**src/rtl/usb_txn_ctrl_pkg.sv**
```systemverilog
// rtl/usb_txn_ctrl_pkg.sv - shared PIDs, address, transaction codes and enums for usb_txn_ctrl
package usb_txn_ctrl_pkg;

  localparam logic [7:0] PID_OUT   = 8'b10000111;
  localparam logic [7:0] PID_IN    = 8'b10010110;
  localparam logic [7:0] PID_DATA0 = 8'b11000011;
  localparam logic [7:0] PID_ACK   = 8'b01001011;
  localparam logic [7:0] PID_NAK   = 8'b01011010;

  localparam logic [6:0] ADDR = 7'b1010000;

  localparam logic [1:0] TRANS_IN  = 2'b01;
  localparam logic [1:0] TRANS_OUT = 2'b10;

  localparam int unsigned TIMEOUT_LEN = 255;

  typedef enum logic [1:0] {
    KIND_TOKEN = 2'b00,
    KIND_DATA  = 2'b01,
    KIND_HS    = 2'b10
  } tx_kind_t;

  typedef enum logic [3:0] {
    ST_IDLE,
    ST_TOK,
    ST_TOK_W,
    ST_DATA,
    ST_DATA_W,
    ST_RESP,
    ST_HS,
    ST_HS_W,
    ST_FIN
  } state_t;

  // Only IN and OUT requests start a transaction; the other codes are dropped.
  function automatic logic valid_type(input logic [1:0] t);
    return (t == TRANS_IN) || (t == TRANS_OUT);
  endfunction

endpackage

```
**src/rtl/usb_txn_ctrl_if.sv**
```systemverilog
// rtl/usb_txn_ctrl_if.sv - task-layer, encoder and decoder signals of usb_txn_ctrl
interface usb_txn_ctrl_if;

  logic        txn_start;
  logic [1:0]  txn_type;
  logic [3:0]  txn_endp;
  logic [63:0] txn_wdata;
  logic        txn_done;
  logic        txn_ok;
  logic [63:0] txn_rdata;

  logic        tx_load;
  logic [1:0]  tx_kind;
  logic [7:0]  tx_pid;
  logic [6:0]  tx_addr;
  logic [3:0]  tx_endp;
  logic [63:0] tx_data;
  logic        tx_done;

  logic        rx_en;
  logic        rx_valid;
  logic [7:0]  rx_pid;
  logic [63:0] rx_data;
  logic        rx_err;

  // Sequencer side.
  modport master (
    input  txn_start, txn_type, txn_endp, txn_wdata,
    input  tx_done, rx_valid, rx_pid, rx_data, rx_err,
    output txn_done, txn_ok, txn_rdata,
    output tx_load, tx_kind, tx_pid, tx_addr, tx_endp, tx_data, rx_en
  );

  // Task layer, encoder and decoder side.
  modport slave (
    output txn_start, txn_type, txn_endp, txn_wdata,
    output tx_done, rx_valid, rx_pid, rx_data, rx_err,
    input  txn_done, txn_ok, txn_rdata,
    input  tx_load, tx_kind, tx_pid, tx_addr, tx_endp, tx_data, rx_en
  );

endinterface

```
**src/rtl/usb_resp_timer.sv**
```systemverilog
// rtl/usb_resp_timer.sv - 8-bit response wait counter with clear, enable and expiry flag
module usb_resp_timer
  import usb_txn_ctrl_pkg::*;
#(
  parameter int unsigned LIMIT = TIMEOUT_LEN
) (
  input  logic clk,
  input  logic rst_b,
  input  logic clr,
  input  logic en,
  output logic expired
);

  logic [7:0] count;

  // Count the wait cycles already spent; clear restarts from zero.
  always_ff @(posedge clk or negedge rst_b) begin
    if (!rst_b)      count <= '0;
    else if (clr)    count <= '0;
    else if (en)     count <= count + 8'd1;
  end

  // Expiry marks the wait cycle whose increment brings the count to LIMIT,
  // so the wait lasts exactly LIMIT cycles.
  assign expired = en && (count == 8'(LIMIT - 1));

endmodule

```
**src/rtl/usb_txn_ctrl.sv**
```systemverilog
// rtl/usb_txn_ctrl.sv - host USB IN/OUT transaction sequencer; retry path enabled by USB_TXN_RETRY_EN
module usb_txn_ctrl
  import usb_txn_ctrl_pkg::*;
#(
  parameter int unsigned TIMEOUT = TIMEOUT_LEN
`ifdef USB_TXN_RETRY_EN
  , parameter int unsigned MAX_RETRY = 8
`endif
) (
  input logic           clk,
  input logic           rst_b,
  usb_txn_ctrl_if.master bus
);

  state_t      state, state_n;
  logic        is_in;
  logic [3:0]  endp_q;
  logic [63:0] wdata_q;
  logic [63:0] rdata_q;
  logic        good_q, good_n;
  logic        ok_q;
  tx_kind_t    kind_q, kind_n;
  logic [7:0]  pid_q, pid_n;

  logic accept, pkt_upd, cap_rdata, fin_upd, fin_ok, take_fail;
  logic tmr_expired;

`ifdef USB_TXN_RETRY_EN
  logic [3:0] retry_q;
  logic       retry_inc;
`endif

  usb_resp_timer #(.LIMIT(TIMEOUT)) u_timer (
    .clk     (clk),
    .rst_b   (rst_b),
    .clr     (state != ST_RESP),
    .en      (state == ST_RESP),
    .expired (tmr_expired)
  );

  // State register.
  always_ff @(posedge clk or negedge rst_b) begin
    if (!rst_b) state <= ST_IDLE;
    else        state <= state_n;
  end

  // Next state plus the packet/result updates that go with each transition.
  always_comb begin
    state_n   = state;
    accept    = 1'b0;
    pkt_upd   = 1'b0;
    kind_n    = kind_q;
    pid_n     = pid_q;
    cap_rdata = 1'b0;
    good_n    = good_q;
    fin_upd   = 1'b0;
    fin_ok    = 1'b0;
    take_fail = 1'b0;
`ifdef USB_TXN_RETRY_EN
    retry_inc = 1'b0;
`endif
    case (state)
      ST_IDLE: begin
        if (bus.txn_start && valid_type(bus.txn_type)) begin
          accept  = 1'b1;
          state_n = ST_TOK;
          pkt_upd = 1'b1;
          kind_n  = KIND_TOKEN;
          pid_n   = (bus.txn_type == TRANS_IN) ? PID_IN : PID_OUT;
        end
      end
      ST_TOK:   state_n = ST_TOK_W;
      ST_TOK_W: begin
        if (bus.tx_done) begin
          if (is_in) begin
            state_n = ST_RESP;
          end else begin
            state_n = ST_DATA;
            pkt_upd = 1'b1;
            kind_n  = KIND_DATA;
            pid_n   = PID_DATA0;
          end
        end
      end
      ST_DATA:   state_n = ST_DATA_W;
      ST_DATA_W: if (bus.tx_done) state_n = ST_RESP;
      ST_RESP: begin
        // A response arriving on the expiry cycle still counts.
        if (bus.rx_valid) begin
          if (is_in) begin
            state_n = ST_HS;
            pkt_upd = 1'b1;
            kind_n  = KIND_HS;
            if (bus.rx_pid == PID_DATA0 && !bus.rx_err) begin
              cap_rdata = 1'b1;
              good_n    = 1'b1;
              pid_n     = PID_ACK;
            end else begin
              good_n = 1'b0;
              pid_n  = PID_NAK;
            end
          end else if (bus.rx_pid == PID_ACK && !bus.rx_err) begin
            state_n = ST_FIN;
            fin_upd = 1'b1;
            fin_ok  = 1'b1;
          end else begin
            take_fail = 1'b1;
          end
        end else if (tmr_expired) begin
          take_fail = 1'b1;
        end
      end
      ST_HS:   state_n = ST_HS_W;
      ST_HS_W: begin
        if (bus.tx_done) begin
          if (good_q) begin
            state_n = ST_FIN;
            fin_upd = 1'b1;
            fin_ok  = 1'b1;
          end else begin
            take_fail = 1'b1;
          end
        end
      end
      ST_FIN:  state_n = ST_IDLE;
      default: state_n = ST_IDLE;
    endcase

    // Failure path: restart from the token while retries remain, else finish with ok = 0.
    if (take_fail) begin
`ifdef USB_TXN_RETRY_EN
      if (retry_q < 4'(MAX_RETRY)) begin
        retry_inc = 1'b1;
        state_n   = ST_TOK;
        pkt_upd   = 1'b1;
        kind_n    = KIND_TOKEN;
        pid_n     = is_in ? PID_IN : PID_OUT;
      end else begin
        state_n = ST_FIN;
        fin_upd = 1'b1;
        fin_ok  = 1'b0;
      end
`else
      state_n = ST_FIN;
      fin_upd = 1'b1;
      fin_ok  = 1'b0;
`endif
    end
  end

  // Transaction context, outgoing packet fields and result registers.
  always_ff @(posedge clk or negedge rst_b) begin
    if (!rst_b) begin
      is_in   <= 1'b0;
      endp_q  <= '0;
      wdata_q <= '0;
      rdata_q <= '0;
      good_q  <= 1'b0;
      ok_q    <= 1'b0;
      kind_q  <= KIND_TOKEN;
      pid_q   <= '0;
    end else begin
      if (accept) begin
        is_in   <= (bus.txn_type == TRANS_IN);
        endp_q  <= bus.txn_endp;
        wdata_q <= bus.txn_wdata;
        ok_q    <= 1'b0;
      end else if (fin_upd) begin
        ok_q <= fin_ok;
      end
      if (pkt_upd) begin
        kind_q <= kind_n;
        pid_q  <= pid_n;
      end
      if (cap_rdata) rdata_q <= bus.rx_data;
      good_q <= good_n;
    end
  end

`ifdef USB_TXN_RETRY_EN
  // Retry count: cleared per transaction, bumped on each retried failure; stops at MAX_RETRY.
  always_ff @(posedge clk or negedge rst_b) begin
    if (!rst_b)         retry_q <= '0;
    else if (accept)    retry_q <= '0;
    else if (retry_inc) retry_q <= retry_q + 4'd1;
  end
`endif

  assign bus.tx_load   = (state == ST_TOK) || (state == ST_DATA) || (state == ST_HS);
  assign bus.tx_kind   = kind_q;
  assign bus.tx_pid    = pid_q;
  assign bus.tx_addr   = ADDR;
  assign bus.tx_endp   = endp_q;
  assign bus.tx_data   = wdata_q;
  assign bus.rx_en     = (state == ST_RESP);
  assign bus.txn_done  = (state == ST_FIN);
  assign bus.txn_ok    = ok_q;
  assign bus.txn_rdata = rdata_q;

endmodule

```
**src/flat_wrapper.sv**
```systemverilog
// flat-port wrapper written by rule: the top's interface ports become plain ports
module usb_txn_ctrl_flat import usb_txn_ctrl_pkg::*;
#(
  parameter int unsigned TIMEOUT = TIMEOUT_LEN

)
  (clk, rst_b, bus_txn_start, bus_txn_type, bus_txn_endp, bus_txn_wdata, bus_tx_done, bus_rx_valid, bus_rx_pid, bus_rx_data, bus_rx_err, bus_txn_done, bus_txn_ok, bus_txn_rdata, bus_tx_load, bus_tx_kind, bus_tx_pid, bus_tx_addr, bus_tx_endp, bus_tx_data, bus_rx_en);
  usb_txn_ctrl_if bus_i ();
  input logic clk;
  input logic rst_b;
  input wire logic [$bits(bus_i.txn_start)-1:0] bus_txn_start;
  input wire logic [$bits(bus_i.txn_type)-1:0] bus_txn_type;
  input wire logic [$bits(bus_i.txn_endp)-1:0] bus_txn_endp;
  input wire logic [$bits(bus_i.txn_wdata)-1:0] bus_txn_wdata;
  input wire logic [$bits(bus_i.tx_done)-1:0] bus_tx_done;
  input wire logic [$bits(bus_i.rx_valid)-1:0] bus_rx_valid;
  input wire logic [$bits(bus_i.rx_pid)-1:0] bus_rx_pid;
  input wire logic [$bits(bus_i.rx_data)-1:0] bus_rx_data;
  input wire logic [$bits(bus_i.rx_err)-1:0] bus_rx_err;
  output wire logic [$bits(bus_i.txn_done)-1:0] bus_txn_done;
  output wire logic [$bits(bus_i.txn_ok)-1:0] bus_txn_ok;
  output wire logic [$bits(bus_i.txn_rdata)-1:0] bus_txn_rdata;
  output wire logic [$bits(bus_i.tx_load)-1:0] bus_tx_load;
  output wire logic [$bits(bus_i.tx_kind)-1:0] bus_tx_kind;
  output wire logic [$bits(bus_i.tx_pid)-1:0] bus_tx_pid;
  output wire logic [$bits(bus_i.tx_addr)-1:0] bus_tx_addr;
  output wire logic [$bits(bus_i.tx_endp)-1:0] bus_tx_endp;
  output wire logic [$bits(bus_i.tx_data)-1:0] bus_tx_data;
  output wire logic [$bits(bus_i.rx_en)-1:0] bus_rx_en;
  assign bus_i.txn_start = bus_txn_start;
  assign bus_i.txn_type = bus_txn_type;
  assign bus_i.txn_endp = bus_txn_endp;
  assign bus_i.txn_wdata = bus_txn_wdata;
  assign bus_i.tx_done = bus_tx_done;
  assign bus_i.rx_valid = bus_rx_valid;
  assign bus_i.rx_pid = bus_rx_pid;
  assign bus_i.rx_data = bus_rx_data;
  assign bus_i.rx_err = bus_rx_err;
  assign bus_txn_done = bus_i.txn_done;
  assign bus_txn_ok = bus_i.txn_ok;
  assign bus_txn_rdata = bus_i.txn_rdata;
  assign bus_tx_load = bus_i.tx_load;
  assign bus_tx_kind = bus_i.tx_kind;
  assign bus_tx_pid = bus_i.tx_pid;
  assign bus_tx_addr = bus_i.tx_addr;
  assign bus_tx_endp = bus_i.tx_endp;
  assign bus_tx_data = bus_i.tx_data;
  assign bus_rx_en = bus_i.rx_en;
  usb_txn_ctrl #(.TIMEOUT(TIMEOUT)) u_core (.clk(clk), .rst_b(rst_b), .bus(bus_i));
endmodule
```
**config.mk**
```make
export PLATFORM = sky130hd
export DESIGN_NAME = usb_txn_ctrl_flat
export DESIGN_NICKNAME = d
export VERILOG_FILES = /design/src/rtl/usb_txn_ctrl_pkg.sv /design/src/rtl/usb_txn_ctrl_if.sv /design/src/rtl/usb_resp_timer.sv /design/src/rtl/usb_txn_ctrl.sv /design/src/flat_wrapper.sv
export SDC_FILE = /design/constraint.sdc
export NUM_CORES = 1
export LEC_CHECK = 0
export ABC_AREA = 1
export ABC_CLOCK_PERIOD_IN_PS = 1500
export BUFFER_PORTS_ARGS = -buffer_cell sky130_fd_sc_hd__buf_2
export CAP_MARGIN = 20
export CORE_UTILIZATION = 42
export CTS_CLUSTER_SIZE = 28
export DETAILED_ROUTE_END_ITERATION = 8
export PLACE_DENSITY = 0.76
export SYNTH_ARGS = -nofsm -noshare
export SYNTH_HDL_FRONTEND = slang
export SYNTH_SLANG_ARGS = --single-unit
export TNS_END_PERCENT = 20
```
**constraint.sdc**
```tcl
create_clock -name clk -period 1.5 [get_ports clk]
set_clock_uncertainty 0.1 [all_clocks]
set_input_delay 0.225 -clock clk [delete_from_list [all_inputs] [get_ports clk]]
set_output_delay 0.225 -clock clk [all_outputs]
set_load 0.02 [all_outputs]
```
# ---- Word level (Yosys, flattened, before mapping)
# Index checks and enable logic that the tools add are counted.
dict set report totals {
  register_bits 157
  latch_bits 0
  mem_bits_rw 0
  mem_bits_ro 0
  inputBits 148
  output_inout_bits 153
  wordCells 107
  mem_count 0
}
dict set report classes {
  add_sub_neg 1
  n_mul 0
  div_mod_pow 0
  magnitude_cmp 0
  eq_ne 26
  n_shift 0
  mux 55
  n_bitwise 0
  n_reduce_logical 15
}
# op count
set ops {}
lappend ops {{2-to-1 mux 8 bit} 7}
lappend ops {{2-to-1 mux 4 bit} 9}
lappend ops {{one-hot mux 4 bit (8 select lines)} 1}
lappend ops {{2-to-1 mux 1 bit} 25}
lappend ops {{one-hot mux 8 bit (3 select lines)} 1}
lappend ops {{== test 4 x 3 -> 1 bit (second input constant)} 4}
lappend ops {{== test 8 bit (second input constant)} 2}
lappend ops {{AND reduction 7 bit} 2}
lappend ops {{!= test 3 x 2 -> 1 bit (second input constant)} 4}
lappend ops {{2-to-1 mux 2 bit} 5}
lappend ops {{2-to-1 mux 5 bit} 2}
lappend ops {{adder 8 x 1 -> 8 bit (second input constant)} 1}
lappend ops {{== test 4 x 2 -> 1 bit (second input constant)} 2}
lappend ops {{== test 8 x 7 -> 1 bit (second input constant)} 1}
lappend ops {{!= test 2 bit (second input constant)} 3}
lappend ops {{!= test 3 x 1 -> 1 bit (second input constant)} 2}
lappend ops {{one-hot mux 2 bit (3 select lines)} 1}
lappend ops {{== test 4 x 1 -> 1 bit (second input constant)} 1}
lappend ops {{== test 4 bit (second input constant)} 1}
lappend ops {{logical AND 1 bit} 4}
lappend ops {{logical NOT 4 bit} 1}
lappend ops {{!= test 2 x 1 -> 1 bit (second input constant)} 2}
lappend ops {{!= test 4 x 1 -> 1 bit (second input constant)} 1}
lappend ops {{!= test 4 x 3 -> 1 bit (second input constant)} 1}
lappend ops {{other kinds (10)} 14}

# ---- Longest topological paths before layout
dict set report logic_depth {
  ltp_word 9
  depth_mapped 10
  depth_no_buf 10
}

# ---- Hierarchy
# From an unflattened synthesis, not the netlist that was laid out.
dict set report hier_totals {
  cells_unflattened 774
  area_unflattened_um2 6567.5
}
# module n_inst cells_each area_each_um2 seq_area_each_um2
set by_module_without_submodules {}
lappend by_module_without_submodules {usb_txn_ctrl 1 710 6093.3 3678.5}
lappend by_module_without_submodules {usb_resp_timer 1 64 474.2 200.2}

# ---- Worst setup path before layout
# Ideal clock, no wire load.
dict set report synth_path {
  kind {flip-flop to flip-flop}
  start {register u_core.state[1]}
  end {register u_core.rdata_q[47] (netlist: u_core.bus.txn_rdata[47])}
  setup_ns 0.122
  arrival_ns 1.365
  t_required_ns 1.278
  setup_slack_ns -0.087
  stages_incl_launch_ff 10
  n_path_buf 3
  period_less_slack_ns 1.587
  path_cell_list {dfrtp_1 > buf_2 > inv_1 > nand2_1 > nor2_2 > nand3_2 > buf_4 > buf_6 > nor3_1 > nor2_1}
}
dict set report synth_between {
  elab_chain_len 2
}
# item line
set synth_lines {}
lappend synth_lines {{start: declaration} usb_txn_ctrl.sv:15} ;# state_t state, state_n;
lappend synth_lines {{start signal: assignment} usb_txn_ctrl.sv:44} ;# else state <= state_n;
lappend synth_lines {{== test 4 x 3 -> 1 bit} usb_txn_ctrl.sv:62} ;# case (state)
lappend synth_lines {{2-to-1 mux 1 bit} usb_txn_ctrl.sv:62}
lappend synth_lines {{end signal: assignment} usb_txn_ctrl.sv:175} ;# if (cap_rdata) rdata_q <= bus.rx_data;
lappend synth_lines {{end: declaration} usb_txn_ctrl.sv:19} ;# logic [63:0] rdata_q;
# Every way passes these cells.
# A chain may end at the register's enable or synchronous reset.

# ---- Worst setup path in the final report
dict set report layout_path {
  start {register u_core.state[1]}
  end {output port bus_txn_done}
}
dict set report layout_between {
  elab_chain_len 1
}
# item line
set layout_lines {}
lappend layout_lines {{== test 4 bit} usb_txn_ctrl.sv:196} ;# assign bus.txn_done = (state == ST_FIN);
lappend layout_lines {{end: declaration} flat_wrapper.sv:20} ;# output wire logic [$bits(bus_i.txn_done)-1:0] bus_txn_done;
# Every way passes these cells.

==> qor.csv <==
stage,metric,value,unit
logic_synthesis,Synth Register Bits,155,
worst_setup_path,Crit Path Max Fanout,4,
global_route,largest net degree at the start of global routing,43,
logic_synthesis,Compound-Gate Fraction of Synth Area,1.262,%
die,Die Ht,125.9,µm
clocking,"Clk Latency, worst-skew pair",0.42,ns
pwr,Power Density,1494,nW/µm²
sta,final setup margin,-0.2607,ns
worst_setup_path,crit-path most repeated cell,buf_4,
die,die area,15850,µm²
clocking,Max Root-Sink Buffers,2,
die,Ports,301,
logic_synthesis,Synth Area in Simple Gates,32.07,%
cells_and_area,final core occ,74.26,%
clocking,clock-pin slew on the worst setup and hold paths,0.07,ns
clocking,CTS tree,yes,
sta,Max Slew Vio Count,0,
detailed_routing,DR WL/cell,16.47,µm
global_route,vias in the first global route,7148,
worst_setup_path,WS Path Type,reg -> out,
logic_synthesis,main combinational cell family by area after synthesis,simple AND/OR/NAND/NOR gates,
logic_synthesis,Adder-Cell Fraction of Synth Area,0.5823,%
detailed_routing,drt first-iter violations,386,
clocking,H-tree depth,4,
die,Core ar.,14750,µm²
run_status,status,"complete, but fails checks",
clocking,TritonCTS buffer count,17,
detailed_routing,vias,7217,
sta,# setup viols final,149,
logic_synthesis,mux cell area share after synthesis,0,%
job,MaxCap Viol Count,0,
logic_synthesis,synth unique cells,27,
pwr,VDD IR max,1.155,mV
logic_synthesis,"Seq/Total Area, Yosys",60.17,%
detailed_routing,Initial DRT Pass Iterations,5,
worst_hold_path,path category of the worst min-delay check,in -> reg,
worst_setup_path,crit path cell chain,buf_4 -> nor4_4 -> buf_4,
die,Starting Density,43.69,%
sta,"Hold Vio Cnt, Final",1,
cells_and_area,Nets,1380,
global_route,first-pass GRT wire length,35740,µm
worst_setup_path,CP required,1.17,ns
placement,Cells after DPL,1236,
worst_setup_path,"slowest stage cell, crit path",dfrtp_2,
global_route,gr usage total,28.70,%
worst_hold_path,hold path startpoint,bus_rx_data[13],
logic_synthesis,Synth Cell Area,6446,µm²
detailed_routing,# DRC,0,
cells_and_area,Area Overhead vs Synth,69.97,%
detailed_routing,DR vias/cell,5.054,
cells_and_area,non-filler instance count after layout,1428,
die,Die W,125.9,µm
logic_synthesis,Ys Warns,0,
worst_setup_path,element type at the critical path end,output port,
run_status,failing checks,"negative hold slack, negative setup slack",
detailed_routing,post-route ant nets,0,
sta,RSZ-0062 raised after global routing,yes,
global_route,antenna violations before repair,1,
sta,WHS,-0.0003703,ns
cells_and_area,layout cells sized above 1,38.16,%
worst_setup_path,startpoint types,flop,
clocking,root buf cell,clkbuf_16,
worst_setup_path,Critical Path AT,1.44,ns
sta,Max Clk Rate,0.5680,GHz
placement,Placer Congestion,0.8723,
placement,port bufs,292,
cells_and_area,"Design Area, Final",10960,µm²
worst_setup_path,Critical Path Source,u_core.state[1]$_DFFE_PN0P_,
placement,Final HPWL DP,13220,µm
pwr,Static Leak,5.936,nW
sta,final period utilization,117.4,%
detailed_routing,Post-Route WL,23520,µm
sta,fin crit period,1.761,ns
worst_setup_path,CP peak stage delay,0.45,ns
logic_synthesis,Mean Syn Cell Area,8.515,µm²
worst_setup_path,Worst R2R Start,u_core.state[3]$_DFFE_PN0P_,
die,site row count,44,
placement,Placed Area,8471,µm²
logic_synthesis,Synth Area in XOR/XNOR,0,%
logic_synthesis,Mapped Cells,757,
global_route,gr ovfl total,0,
clocking,TritonCTS Sinks,155,
pwr,total power draw,16.37,mW
final timing paths:
check                                                            end  slack, ns  cells after the start
worst max-delay path                                    bus_txn_done      -0.26                      3
worst min-delay path            u_core.bus.txn_rdata[13]$_DFFE_PN0P_    -0.0004                      3
worst max register to register  u_core.bus.txn_rdata[21]$_DFFE_PN0P_      -0.24                      9
worst min register to register    u_core.bus.tx_data[38]$_DFFE_PN0P_       0.38                      2
max in group asynchronous       u_core.bus.txn_rdata[37]$_DFFE_PN0P_       0.49                      3
min in group asynchronous        u_core.bus.txn_rdata[7]$_DFFE_PN0P_       0.20                      2
timing repair:
action,CTS,global route
pin swaps,7,20
buffers inserted,12,11
hold endpoints to repair,209,0
endpoints found under the setup margin,150,151
hold buffers,132,0
cloned,2,3
resized for setup,30,61
Yosys cell counts:
cell type	number	area share, %
buf_4	16	1.9
nor2_4	1	0.17
buf_6	2	0.35
or2_2	1	0.097
o211ai_1	1	0.12
nand4_2	1	0.19
nand3_2	1	0.16
inv_2	2	0.12
nor4_1	1	0.097
clkbuf_1	14	0.82
nor2_1	153	8.9
nand3_1	24	1.9
nor2b_1	1	0.097
a31oi_1	1	0.097
inv_1	27	1.6
a21oi_1	4	0.31
nor3_1	67	5.2
ha_1	3	0.58
o21a_1	1	0.12
nand2_1	249	14
buf_2	14	1.1
nand4_1	4	0.39
nor2_2	3	0.29
conb_1	2	0.12
o21ai_0	8	0.62
dfrtp_1	155	60
and2_1	1	0.097
worst max-delay path: cells and delay by family, from the launching register on:
kind | cells | cell delay, ns
buffers and inverters | 2 | 0.33
DFF | 1 | 0.45
and+or+nand+nor | 1 | 0.24
layout make-up:
class                           count  area, µm²
Sequential cell                   155       3884
Fill cell                         913       3797
Timing Repair Buffer              493       3583
Multi-Input combinational cell    533       2560
Clock buffer                       19      452.9
Tap cell                          184      230.2
Clock inverter                     13      132.6
Inverter                           29      108.9
Antenna cell                        2      5.005
cell usage in the layout, fill, tap and decap left out, types with 2 or more instances in the layout:
| cell | netlist | routed |
|---|---|---|
| ha_1 | 3 | 3 |
| diode_2 | 0 | 2 |
| clkinvlp_4 | 0 | 3 |
| buf_4 | 16 | 41 |
| inv_1 | 27 | 22 |
| inv_6 | 0 | 3 |
| nand3_2 | 1 | 9 |
| dfrtp_1 | 155 | 151 |
| nor3_2 | 0 | 24 |
| inv_2 | 2 | 7 |
| a21oi_1 | 4 | 4 |
| nor2_4 | 1 | 9 |
| clkbuf_8 | 0 | 2 |
| clkbuf_16 | 0 | 19 |
| dfrtp_2 | 0 | 4 |
| dlygate4sd3_1 | 0 | 132 |
| buf_2 | 14 | 288 |
| nor2_1 | 153 | 139 |
| nand3_4 | 0 | 3 |
| clkinv_4 | 0 | 3 |
| nand2_2 | 0 | 10 |
| conb_1 | 2 | 8 |
| inv_8 | 0 | 2 |
| buf_12 | 0 | 12 |
| nand3_1 | 24 | 13 |
| nand4_1 | 4 | 4 |
| o21ai_0 | 8 | 7 |
| buf_6 | 2 | 16 |
| nor2_2 | 3 | 9 |
| nor3_1 | 67 | 43 |
| nand2_1 | 249 | 238 |
power by group:
part	total, mW	leakage [nW]	switching [mW]	internal (mW)
Sequential	5.88	2.04	0.681	5.19
Combinational	6.22	3.61	3.77	2.45
Clock	4.27	0.280	1.86	2.42
kinds of logic after synthesis:
| logic type | Yosys count |
|---|---|
| other | 2 |
| buffers and inverters | 75 |
| adders and majority gates | 3 |
| DFF | 155 |
| and+or+nand+nor | 507 |
| AOI/OAI and AO/OA | 15 |
registers in the layout, indices dropped and copies added, names as in the netlist, 4 cells and up:
register,count
u_core.state,4
u_core.bus.tx_endp,4
u_core.bus.tx_pid,7
u_core.u_timer.count,8
u_core.bus.txn_rdata,64
u_core.bus.tx_data,64
through the flow:
step	setup slack [ns]	TNS (ns)	hold WS (ns)
3_5_place_dp	-0.2586	-30.55	0.08489
5_1_grt	-0.3246	-31.72	0.05383
4_1_cts	-0.2247	-23.79	0.004439
2_1_floorplan	-0.07247	-2.950	-0.1706
6_report	-0.2607	-20.77	-0.0003703
3_3_place_gp	-0.2142	-24.68	0.08085
layer usage:
layer	vias up	part of all wire (%)	global-route usage, %
met2	436	48	48.03
li1	3295	-	-
met3	84	8.1	7.349
met4	0	4.3	14.88
met1	3402	39	34.21
met5	-	0	0
Power figures use the tool's default switching activity.
